`src/rtl/t2mi_frame_scheduler.sv`:
```
// Per-T2-frame command sequencer for the T2-MI packer: issues BB-frame, timestamp
// and L1 commands over valid/ready and owns every frame, packet and timestamp counter.
module t2mi_frame_scheduler #(
  parameter int unsigned TIMEOUT_CYCLES = 65535
) (
  input  logic        CLK,
  input  logic        RST,
  input  logic        ENABLE,
  input  logic [7:0]  num_t2_frames,
  input  logic [9:0]  plp_num_blocks,
  input  logic [26:0] T_sf_ssu,
  output logic        CMD_VALID,
  input  logic        CMD_RDY,
  output logic [1:0]  CMD_TYPE,
  output logic [7:0]  CMD_PACKET_COUNT,
  output logic [7:0]  CMD_FRAME_IDX,
  output logic [3:0]  CMD_SUPERFRAME_IDX,
  output logic        CMD_IFS,
  output logic [26:0] CMD_SUBSECONDS,
  input  logic        PKT_DONE,
  output logic        BUSY,
  output logic        TIMEOUT_ERR
);

  localparam int unsigned TMO_W  = 16;
  localparam int unsigned NF_W   = 8;
  localparam int unsigned NB_W   = 10;
  localparam int unsigned SF_W   = 4;
  localparam int unsigned SS_W   = 27;
  localparam logic [TMO_W-1:0] TMO_LAST = TMO_W'(TIMEOUT_CYCLES - 1);

  localparam logic [1:0] TYPE_BB = 2'd0;
  localparam logic [1:0] TYPE_TS = 2'd1;
  localparam logic [1:0] TYPE_L1 = 2'd2;

  typedef enum logic [1:0] {ST_IDLE, ST_ISSUE, ST_WAIT_DONE, ST_ADVANCE} state_e;

  state_e            state_q;
  logic              valid_q, busy_q, err_q, ifs_q, done_ok_q;
  logic [1:0]        type_q;
  logic [NB_W-1:0]   bb_idx_q, nb_q;
  logic [NF_W-1:0]   nf_q, frame_q, pkt_cnt_q;
  logic [SF_W-1:0]   sf_q;
  logic [SS_W-1:0]   ss_q;
  logic [TMO_W-1:0]  tmo_cnt_q;

  logic [1:0]        type_d;
  logic [NB_W-1:0]   bb_idx_d, nb_in;
  logic [NF_W-1:0]   nf_in;
  logic              ifs_d, eof_d;

  assign nf_in = (num_t2_frames == '0) ? NF_W'(1) : num_t2_frames;
  assign nb_in = (plp_num_blocks == '0) ? NB_W'(1) : plp_num_blocks;

  // Next packet slot after the current one; eof_d marks the L1 packet closing a T2 frame.
  always_comb begin
    type_d   = type_q;
    bb_idx_d = bb_idx_q;
    eof_d    = 1'b0;
    case (type_q)
      TYPE_BB: begin
        if (bb_idx_q >= nb_q - NB_W'(1)) type_d = TYPE_TS;
        else                             bb_idx_d = bb_idx_q + NB_W'(1);
      end
      TYPE_TS: type_d = TYPE_L1;
      default: begin
        type_d   = TYPE_BB;
        bb_idx_d = '0;
        eof_d    = 1'b1;
      end
    endcase
    ifs_d = (type_d == TYPE_BB) && (bb_idx_d == '0);
  end

  always_ff @(posedge CLK or negedge RST) begin
    if (!RST) begin
      state_q   <= ST_IDLE;
      valid_q   <= 1'b0;
      busy_q    <= 1'b0;
      err_q     <= 1'b0;
      ifs_q     <= 1'b0;
      done_ok_q <= 1'b0;
      type_q    <= TYPE_BB;
      bb_idx_q  <= '0;
      nb_q      <= '0;
      nf_q      <= '0;
      frame_q   <= '0;
      pkt_cnt_q <= '0;
      sf_q      <= '0;
      ss_q      <= '0;
      tmo_cnt_q <= '0;
    end else begin
      case (state_q)
        ST_IDLE: begin
          if (ENABLE) begin
            state_q <= ST_ISSUE;
            valid_q <= 1'b1;
            busy_q  <= 1'b1;
            nf_q    <= nf_in;
            nb_q    <= nb_in;
            ifs_q   <= (type_q == TYPE_BB) && (bb_idx_q == '0);
          end
        end
        ST_ISSUE: begin
          if (CMD_RDY) begin
            state_q   <= ST_WAIT_DONE;
            valid_q   <= 1'b0;
            tmo_cnt_q <= '0;
          end
        end
        // A done pulse in the timeout cycle takes priority over the error.
        ST_WAIT_DONE: begin
          if (PKT_DONE) begin
            done_ok_q <= 1'b1;
            state_q   <= ST_ADVANCE;
          end else if (tmo_cnt_q == TMO_LAST) begin
            err_q     <= 1'b1;
            done_ok_q <= 1'b0;
            state_q   <= ST_ADVANCE;
          end else begin
            tmo_cnt_q <= tmo_cnt_q + TMO_W'(1);
          end
        end
        ST_ADVANCE: begin
          if (done_ok_q) pkt_cnt_q <= pkt_cnt_q + NF_W'(1);
          type_q   <= type_d;
          bb_idx_q <= bb_idx_d;
          ifs_q    <= ifs_d;
          if (eof_d) begin
            nf_q <= nf_in;
            nb_q <= nb_in;
            if (frame_q >= nf_q - NF_W'(1)) begin
              frame_q <= '0;
              sf_q    <= sf_q + SF_W'(1);
              ss_q    <= ss_q + T_sf_ssu;
            end else begin
              frame_q <= frame_q + NF_W'(1);
            end
          end
          valid_q <= ENABLE;
          busy_q  <= ENABLE;
          state_q <= ENABLE ? ST_ISSUE : ST_IDLE;
        end
        default: state_q <= ST_IDLE;
      endcase
    end
  end

  assign CMD_VALID          = valid_q;
  assign CMD_TYPE           = type_q;
  assign CMD_PACKET_COUNT   = pkt_cnt_q;
  assign CMD_FRAME_IDX      = frame_q;
  assign CMD_SUPERFRAME_IDX = sf_q;
  assign CMD_IFS            = ifs_q;
  assign CMD_SUBSECONDS     = ss_q;
  assign BUSY               = busy_q;
  assign TIMEOUT_ERR        = err_q;

endmodule

```
`config.mk`:
```
export PLATFORM = sky130hd
export DESIGN_NAME = t2mi_frame_scheduler
export DESIGN_NICKNAME = d
export VERILOG_FILES = /design/src/rtl/t2mi_frame_scheduler.sv
export SDC_FILE = /design/constraint.sdc
export NUM_CORES = 1
export LEC_CHECK = 0
export CORE_MARGIN = 10
export CORE_UTILIZATION = 40
export DETAILED_ROUTE_END_ITERATION = 8
export HOLD_SLACK_MARGIN = 0.12
export SLEW_MARGIN = 5
export SYNTH_ARGS = -nofsm -noshare
export SYNTH_HDL_FRONTEND = slang
export SYNTH_SLANG_ARGS = --single-unit
```
`constraint.sdc`:
```
create_clock -name CLK -period 6.2 [get_ports CLK]
set_input_delay 1.24 -clock CLK [delete_from_list [all_inputs] [get_ports CLK]]
set_output_delay 1.24 -clock CLK [all_outputs]
set_load 0.005 [all_outputs]
```
==> flow_summary.yaml, run 1 <==
timing:
  fin_ws_ns: 2.281
  setup_tns_ns: 0
  worst_pin_slew_ns: 1.000
  timing.fmax_ghz: 0.2552
  finalHoldViolations: 0
  period_share_pct: 63.21
  slew_viol_final: 0
  setup_viol_count_final: 0
  period_needed_ns: 3.919
  skew_ns: 0.008338
  slew_headroom_pct: 33.24
  rsz0062_at_grt: "false"
  whs_ns: 0.4619
synthesis:
  syn_area_sq_um: 6426
  yosys.cell_types.count: 60
  syn_inst: 696
  ys_seq_area_share_pct: 38.94
  syn_area_per_cell_sq_um: 9.233
  syn-num-nets: 804
  synth_flop_cell: "dfrtp_1"
  async_flop_share_pct: 100.0
  ys_ff_latch: 100
  synth_edf_count: 0
  synth-warning-count: 0
routing:
  vias_per_cell: 5.320
  ant_nets: 0
  wl_per_cell_um: 16.12
  first_pass_iters: 5
  drt_iter0_markers: 374
  drc_errors: 0
  wirelength_mm: 16.33
  vias: 5389
cts:
  numClockSinks: 100
  ctsRootBufferMaster: "clkbuf_16"
  cts_buffer_depth: 2
  postCtsSetupBuffers: 0
  cts_resized: 0
  htree_levels: 3
  cts_buffers: 9
  clock_latency_ns: 0.36
  path_clk_slew_ns: 0.07
  cts_tree: "yes"
  hold_buffers: 0
finish:
  num_antenna_cells: 0
  final_common_cell: "clkdlybuf4s50_1"
  final_util_pct: 50.34
  areaGrowthSynthToFinish_pct: 23.99
  layout_common_cells: "clkdlybuf4s50_1 (101), dfrtp_1 (100), nand2_1 (75)"
  multi_input_area_sq_um: 3734
  num-fill-cells: 1444
  regArea_sq_um: 2502
  final_nets: 901
  drive_gt1_share_pct: 5.144
die:
  die_h_um: 146.8
  io_pins: 103
  core_sq_um: 15830
  initial_core_util_pct: 40.60
  die_x_um: 146.8
  num_rows: 46
  die_area_sq_um: 21540
placement:
  place_congestion: 0.8478
  place_hpwl_mm: 12.55
  port_buffers: 102
  dp_slack_ns: 1.945
power:
  netSwitchingFraction_pct: 38.24
  seq_power_share_pct: 35.4
  comb_power_share_pct: 43.6
  intPower_mw: 1.712
  leakagePower_nw: 3.467
  p_switching_mw: 1.060
  vdd_ir_drop_max_v: 0.0003907
  power_density_nw_per_um2: 347.9
  clockPowerShare_pct: 21.0
critical_path:
  cp_slowest_cell: "a2111o_1"
  crit_chain: "or3_1, or3_1, nor3_1, xnor2_1, ha_1, a21o_1, a21oi_1, o21ai_0, a2111o_1, or4_1, a21oi_1, mux2_2"
  end_kind: "flip-flop"
  critical_path_arrival_ns: 4.21
  max_stage_delay_ns: 0.57
  critPathLaunchType: "flip-flop"
  required_ns: 6.50
  critPathKind: "flip-flop to flip-flop"
  critPathMaxFanout: 10
global_route:
  grt_use_total_pct: 15.31
  grt_overflow: 0
  grt_pass1_vias: 5570
  antenna_found_initial: 0
  grt_pass1_wl_mm: 27.70
  grt_max_degree: 57
job:
  maxCapViolations: 0
run_status:
  status: "complete, no violations"
min_path:
  hold_path_class: "flip-flop to flip-flop"
==> metal layers <==
metal,wire (um),part of all wire (%),GRT usage (%)
met3,604,3.7,2.580
met1,7738,47,19.77
met4,279,1.7,5.556
met5,0,0,0
met2,7703,47,25.18
==> metrics by stage <==
stage	std cells	power, mW	cell area, sq um
after CTS	1013	2.799	7968
after floorplan	696	1.812	6426
after global placement	998	2.153	7675
after global routing	1013	3.001	7968
after detailed placement	998	2.205	7675
final	1013	2.772	7968
==> path summary, 6_finish.rpt <==
path	start	to	slack [ns]	depth (start not counted)
worst min register to register	TIMEOUT_ERR	TIMEOUT_ERR	0.46	1
worst max-delay path	nb_q[3]	bb_idx_q[8]	2.28	12
min in group asynchronous	RST	CMD_SUBSECONDS[12]	0.89	1
worst min-delay path	TIMEOUT_ERR	TIMEOUT_ERR	0.46	1
worst max register to register	nb_q[3]	bb_idx_q[8]	2.28	12
max in group asynchronous	RST	CMD_IFS	4.20	2
==> Yosys cell counts (16+ instances only) <==
cell type	number	share of area (%)
xnor2_1	35	4.8
dfrtp_1	100	39
ha_1	57	11
mux2_2	19	3.3
nor2_1	47	2.7
inv_1	33	1.9
o21ai_0	62	4.8
clkbuf_1	16	0.93
nor3_1	21	1.6
xor2_1	25	3.4
a21oi_1	28	2.2
nand2_1	75	4.4
nand3_1	25	1.9
==> kinds of logic (layout without fill, tap and decap cells) <==
| family | Yosys count | in the layout | share of synthesized area [%] |
|---|---|---|---|
| AOI/OAI and AO/OA | 167 | 167 | 16.61 |
| xor gates and xnor gates | 60 | 60 | 8.178 |
| adders and majority gates | 58 | 58 | 11.41 |
| buffers and inverters | 53 | 154 | 3.115 |
| DFF | 100 | 100 | 38.94 |
| muxes | 21 | 21 | 3.641 |
| and+or+nand+nor | 237 | 237 | 18.11 |
==> registers in the layout, indices dropped and copies added (netlist names) <==
name,cells
done_ok_q,1
CMD_PACKET_COUNT,8
CMD_SUBSECONDS,27
CMD_FRAME_IDX,8
CMD_TYPE,2
nf_q,8
BUSY,1
nb_q,10
CMD_VALID,1
CMD_IFS,1
state_q,2
tmo_cnt_q,16
bb_idx_q,10
TIMEOUT_ERR,1
CMD_SUPERFRAME_IDX,4
==> cell type report <==
class / count / area share, %
Clock buffer: 11 / 3.046
Timing Repair Buffer: 105 / 13.07
Sequential cell: 100 / 31.41
Inverter: 34 / 1.602
Multi-Input combinational cell: 543 / 46.86
Clock inverter: 4 / 0.6281
Tap cell: 216 / 3.392
==> power by group through the flow <==
| stage | combinational (mW) | sequential (mW) | clock (mW) |
|---|---|---|---|
| finish | 1.21 | 0.980 | 0.582 |
| global route | 1.37 | 1.01 | 0.622 |
| CTS | 1.22 | 0.981 | 0.598 |
| detailed placement | 1.21 | 0.992 | 0 |
| global placement | 1.17 | 0.986 | 0 |
| floorplan | 0.879 | 0.933 | 0 |
==> worst max-delay path, delay by kind of cell, from the launching register on <==
kind,cells,cell delay [ns]
simple gates,4,1.57
compound gates,5,1.25
flops,1,0.42
fa+ha+maj,1,0.26
mux,1,0.19
xor+xnor,1,0.17
Note: power is estimated with default switching activity, not from simulation.
==> run 2: changes to the inputs <==
==> constraint.sdc (replaced) <==
create_clock -name CLK -period 4.1 [get_ports CLK]
set_input_delay 0.82 -clock CLK [delete_from_list [all_inputs] [get_ports CLK]]
set_output_delay 0.82 -clock CLK [all_outputs]
set_load 0.005 [all_outputs]
==> run 2 against run 1 <==
Net effect:
- die area stayed put
- wire length fell by 2.2%
- non-clock buffer count grew 6
- global-route usage decreased by 0.16 points
- hold slack better by 0.0086 ns
- clock power rose by 38%
- combinational power rose by 55%
- critical path type unchanged
- largest cell class unchanged
- highest routed layer unchanged
==> flow_summary.yaml, run 2 (synthesis gave the netlist of run 1 again) <==
finish:
  num-fill-cells: 1459
  largest_reg_flops: 27
  layout_common_cells: "clkdlybuf4s50_1 (101), dfrtp_1 (100), nand2_1 (75)"
  fin_cells: 1020
  final_common_cell: "clkdlybuf4s50_1"
  num_antenna_cells: 0
  areaGrowthSynthToFinish_pct: 24.44
  drive_gt1_share_pct: 5.970
  final_nets: 907
placement:
  place_hpwl_mm: 12.39
  port_buffers: 102
  place_inst: 1001
  place_congestion: 0.8449
  dp_slack_ns: 0.2524
routing:
  wl_per_cell_um: 15.66
  wl_met1_mm: 7.692
  drc_errors: 0
  vias: 5447
  wl_met3_um: 590
  ant_nets: 0
  wirelength_mm: 15.97
  drt_iter0_markers: 300
  first_pass_iters: 5
  vias_per_cell: 5.340
  wl_met2_mm: 7.525
  routed.top_layer: "met4"
global_route:
  grt_overflow: 0
  grt_pass1_wl_mm: 27.44
  grt_max_degree: 74
  grt_pass1_vias: 5423
  antenna_found_initial: 0
  grt_use_total_pct: 15.15
timing:
  period_share_pct: 92.27
  timing.fmax_ghz: 0.2643
  setup_viol_count_final: 0
  fin_ws_ns: 0.3168
  skew_ns: 0.01148
  period_needed_ns: 3.783
  finalHoldViolations: 0
  rsz0062_at_grt: "false"
  whs_ns: 0.4705
  slew_headroom_pct: 36.89
  setup_tns_ns: 0
  worst_pin_slew_ns: 0.9467
  slew_viol_final: 0
die:
  core_sq_um: 15830
  die_h_um: 146.8
  num_rows: 46
  die_x_um: 146.8
  die_area_sq_um: 21540
  io_pins: 103
  initial_core_util_pct: 40.60
critical_path:
  r2r-end: "CMD_IFS"
  path_delay_family: "simple AND/OR/NAND/NOR gates"
  rrSetupSlack_ns: 0.32
  crit_chain: "or3_1, or3_1, nor3_1, xnor2_1, ha_1, a21o_1, a21oi_1, o21ai_0, a2111o_1, or4_1, a21oi_1, o41ai_1"
  crit_path_end: "CMD_IFS"
  cp_slowest_cell: "or4_1"
  required_ns: 4.32
  rr_worst_depth: 12
  reg2reg_from: "nb_q[3]"
  end_kind: "flip-flop"
  critPathKind: "flip-flop to flip-flop"
  critPathBufInv: 0
  cp.depth: 12
  critPathMaxFanout: 7
  critPathLaunchType: "flip-flop"
  critical_path.startpoint: "nb_q[3]"
  max_stage_delay_ns: 0.54
  critical_path_arrival_ns: 4.00
cts:
  numClockSinks: 100
  ctsRootBufferMaster: "clkbuf_16"
  cts_buffer_depth: 2
  htree_levels: 3
  cts_buffers: 9
  path_clk_slew_ns: 0.07
  clock_latency_ns: 0.35
  cts_tree: "yes"
power:
  vdd_ir_drop_max_v: 0.0005167
  power_density_nw_per_um2: 521.2
  leakagePower_nw: 3.487
  total_power_mw: 4.167
run_status:
  status: "complete, no violations"
min_path:
  hold_path_class: "flip-flop to flip-flop"
job:
  maxCapViolations: 0
[run 2: cell types whose count changed in the layout (fill, tap and decap cells not counted)]
cell	delta
bufinv_16	-1
nor3_2	+1
nor3_1	-1
clkinv_2	+1
clkbuf_1	+1
buf_4	+6
[run 2: through the flow]
step	area [sq um]	util, %
CTS	7969	50.35
global route	7996	50.52
detailed placement	7697	48.63
floorplan	6426	-
finish	7996	50.52
global placement	7697	48.63
[run 2: where the power goes]
| group | internal (mW) | switching [mW] | leakage, nW |
|---|---|---|---|
| Sequential | 1.21 | 0.274 | 1.17 |
| Combinational | 0.939 | 0.945 | 2.19 |
| Clock | 0.427 | 0.375 | 0.129 |
| Total | 2.57 | 1.59 | 3.49 |
[run 2: worst min-delay path by stage]
stage                       endpoint  cells past startpoint  slack, ns                  start
2_1_floorplan            TIMEOUT_ERR                      1       0.45            TIMEOUT_ERR
3_3_place_gp             TIMEOUT_ERR                      1       0.44            TIMEOUT_ERR
3_5_place_dp             TIMEOUT_ERR                      1       0.45            TIMEOUT_ERR
4_1_cts                  TIMEOUT_ERR                      1       0.48            TIMEOUT_ERR
5_1_grt                  TIMEOUT_ERR                      1       0.50            TIMEOUT_ERR
6_report       CMD_SUPERFRAME_IDX[3]                      1       0.47  CMD_SUPERFRAME_IDX[3]
[run 2: final cells by class]
cell class                      instances  area [sq um]  share of cell area (%)
Tap cell                              216         270.3                   3.380
Multi-Input combinational cell        543          3739                   46.75
Sequential cell                       100          2502                   31.29
Inverter                               34         127.6                   1.596
Timing Repair Buffer                  111          1086                   13.58
Clock buffer                           12         246.5                   3.082
Clock inverter                          4         25.02                  0.3129
[run 2: metal layers]
metal / track usage (%) / vias up
met1: 20.26 / 2619
li1: - / 2712
met2: 24.28 / 105
met4: 4.905 / 0
met3: 2.641 / 11
met5: 0 / -
[run 2: timing repair]
action,4_1_cts,5_1_grt
hold endpoints to repair,0,0
buffers inserted,0,3
hold buffers,0,0
gates resized for setup,0,1
setup endpoints to repair,0,2
[run 2: worst reg2reg max path: cells and delay by family, from the launching register on]
family,cells,cell delay [ns]
adders and majority gates,1,0.26
AOI/OAI and AO/OA,6,1.29
xor gates and xnor gates,1,0.17
and+or+nand+nor,4,1.53
DFF,1,0.41
==> run 3: changes to the inputs <==
--- a/config.mk
+++ b/config.mk
@@ -9,6 +9,7 @@
 export CORE_UTILIZATION = 40
 export DETAILED_ROUTE_END_ITERATION = 8
 export HOLD_SLACK_MARGIN = 0.12
+export MAX_ROUTING_LAYER = met4
 export SLEW_MARGIN = 5
 export SYNTH_ARGS = -nofsm -noshare
 export SYNTH_HDL_FRONTEND = slang
==> constraint.sdc (replaced) <==
create_clock -name CLK -period 4.3 [get_ports CLK]
set_input_delay 0.86 -clock CLK [delete_from_list [all_inputs] [get_ports CLK]]
set_output_delay 0.86 -clock CLK [all_outputs]
set_load 0.01 [all_outputs]
==> run 3 against run 2 <==
Net effect:
- first-iteration DRC count rose by 45%
- wire length rose by 2.6%
- sequential share of layout area fell by 0.054 points
- worst setup slack improved by 0.017 ns
- register-to-register slack improved by 0.02 ns
- combinational power fell by 5%
- core utilization rose by 0.087 points
- via count fell by 0.31%
- maximum frequency fell by 4.6%
- die area did not move
- sequential power fell by 4%
- clock skew fell by 0.0045 ns
- largest power group unchanged
==> flow_summary.yaml, run 3 (synthesis gave the netlist of run 1 again) <==
placement:
  place_hpwl_mm: 12.48
  place_congestion: 0.8529
  port_buffers: 102
min_path:
  hp-start: "TIMEOUT_ERR"
  hold_path_class: "flip-flop to flip-flop"
cts:
  cts_tree: "yes"
  hold_buffers: 0
  numClockSinks: 100
  cts_buffers: 9
  postCtsSetupBuffers: 0
  cts_buffer_depth: 2
  cts_resized: 0
  clock_latency_ns: 0.35
  path_clk_slew_ns: 0.07
  ctsRootBufferMaster: "clkbuf_16"
  htree_levels: 3
timing:
  slew_viol_final: 0
  finalHoldViolations: 0
  timing.fmax_ghz: 0.2521
  whs_ns: 0.4689
  period_needed_ns: 3.967
  setup_tns_ns: 0
  skew_ns: 0.006950
  setup_viol_count_final: 0
  slew_headroom_pct: 34.29
  rsz0062_at_grt: "false"
  period_share_pct: 92.25
  worst_pin_slew_ns: 0.9856
finish:
  final_common_cell: "clkdlybuf4s50_1"
  num-fill-cells: 1464
  regArea_sq_um: 2502
  areaGrowthSynthToFinish_pct: 24.65
  largest_reg_flops: 27
  num_antenna_cells: 0
  layout_common_cells: "clkdlybuf4s50_1 (101), dfrtp_1 (100), nand2_1 (75)"
  multi_input_area_sq_um: 3734
  final_nets: 902
  drive_gt1_share_pct: 5.270
job:
  maxCapViolations: 0
die:
  die_area_sq_um: 21540
  num_rows: 46
  die_h_um: 146.8
  die_x_um: 146.8
  initial_core_util_pct: 40.60
  io_pins: 103
  core_sq_um: 15830
routing:
  vias: 5430
  routed.top_layer: "met4"
  first_pass_iters: 5
  ant_nets: 0
  vias_per_cell: 5.360
  drc_errors: 0
  wl_met2_mm: 7.877
  wl_met1_mm: 7.809
  drt_iter0_markers: 436
  wl_per_cell_um: 16.19
  wl_met3_um: 504
  wirelength_mm: 16.40
power:
  power_density_nw_per_um2: 515.2
  leakagePower_nw: 3.491
  vdd_ir_drop_max_v: 0.0004612
global_route:
  grt_max_degree: 76
  antenna_found_initial: 0
  grt_pass1_wl_mm: 27.50
  grt_overflow: 0
  grt_pass1_vias: 5463
  grt_use_total_pct: 15.61
critical_path:
  critical_path_arrival_ns: 4.20
  reg2reg_from: "nb_q[3]"
  end_kind: "flip-flop"
  critPathMaxFanout: 10
  critPathLaunchType: "flip-flop"
  critPathKind: "flip-flop to flip-flop"
  critical_path.startpoint: "nb_q[3]"
  required_ns: 4.54
run_status:
  status: "complete, no violations"
run 3: through the flow:
| step | utilization, % | cells | instance area, sq um | setup WS [ns] | power (mW) |
|---|---|---|---|---|---|
| finish | 50.61 | 1013 | 8010 | 0.3334 | 4.127 |
| detailed placement | 48.54 | 999 | 7682 | 0.3901 | 3.214 |
| floorplan | - | 696 | 6426 | 0.7353 | 2.637 |
| global route | 50.61 | 1013 | 8010 | 0.1238 | 4.446 |
| CTS | 50.61 | 1013 | 8010 | 0.3675 | 4.166 |
| global placement | 48.54 | 999 | 7682 | 0.4462 | 3.132 |
run 3: worst paths after layout:
check,end,slack (ns),depth (start not counted)
max,CMD_IFS,0.33,12
min,TIMEOUT_ERR,0.47,1
max reg2reg,CMD_IFS,0.33,12
min reg2reg,TIMEOUT_ERR,0.47,1
max in group asynchronous,CMD_FRAME_IDX[2],2.72,2
min in group asynchronous,CMD_SUBSECONDS[11],0.65,1
run 3: layer usage:
metal  track usage [%]  vias up
li1                  -     2713
met1             20.06     2587
met2             24.82      112
met3             2.303       18
met4             5.055        0
met5                 -        -
run 3: layout make-up:
| type | count | share of cell area [%] |
|---|---|---|
| inverters | 34 | 1.593 |
| clock inverters | 5 | 1.281 |
| multi-input cells | 543 | 46.61 |
| clock buffers | 9 | 2.812 |
| flip-flops and latches | 100 | 31.24 |
| well taps | 216 | 3.374 |
| repair buffers | 106 | 13.09 |
run 3: critical path: stages, from the launching register on:
cell      delay, ns
dfrtp_1        0.41
or3_1          0.41
or3_1          0.33
nor3_1         0.28
xnor2_1        0.18
ha_1           0.26
a21o_1         0.18
a21oi_1        0.15
o21ai_0        0.17
a2111o_1       0.57
nor3_1         0.44
xor2_1         0.15
o41ai_1        0.33
run 3: report_power, final:
group          total (mW)  switching (mW)  internal [mW]
Sequential           1.42           0.263           1.15
Clock               0.921           0.360          0.562
Combinational        1.79           0.933          0.858
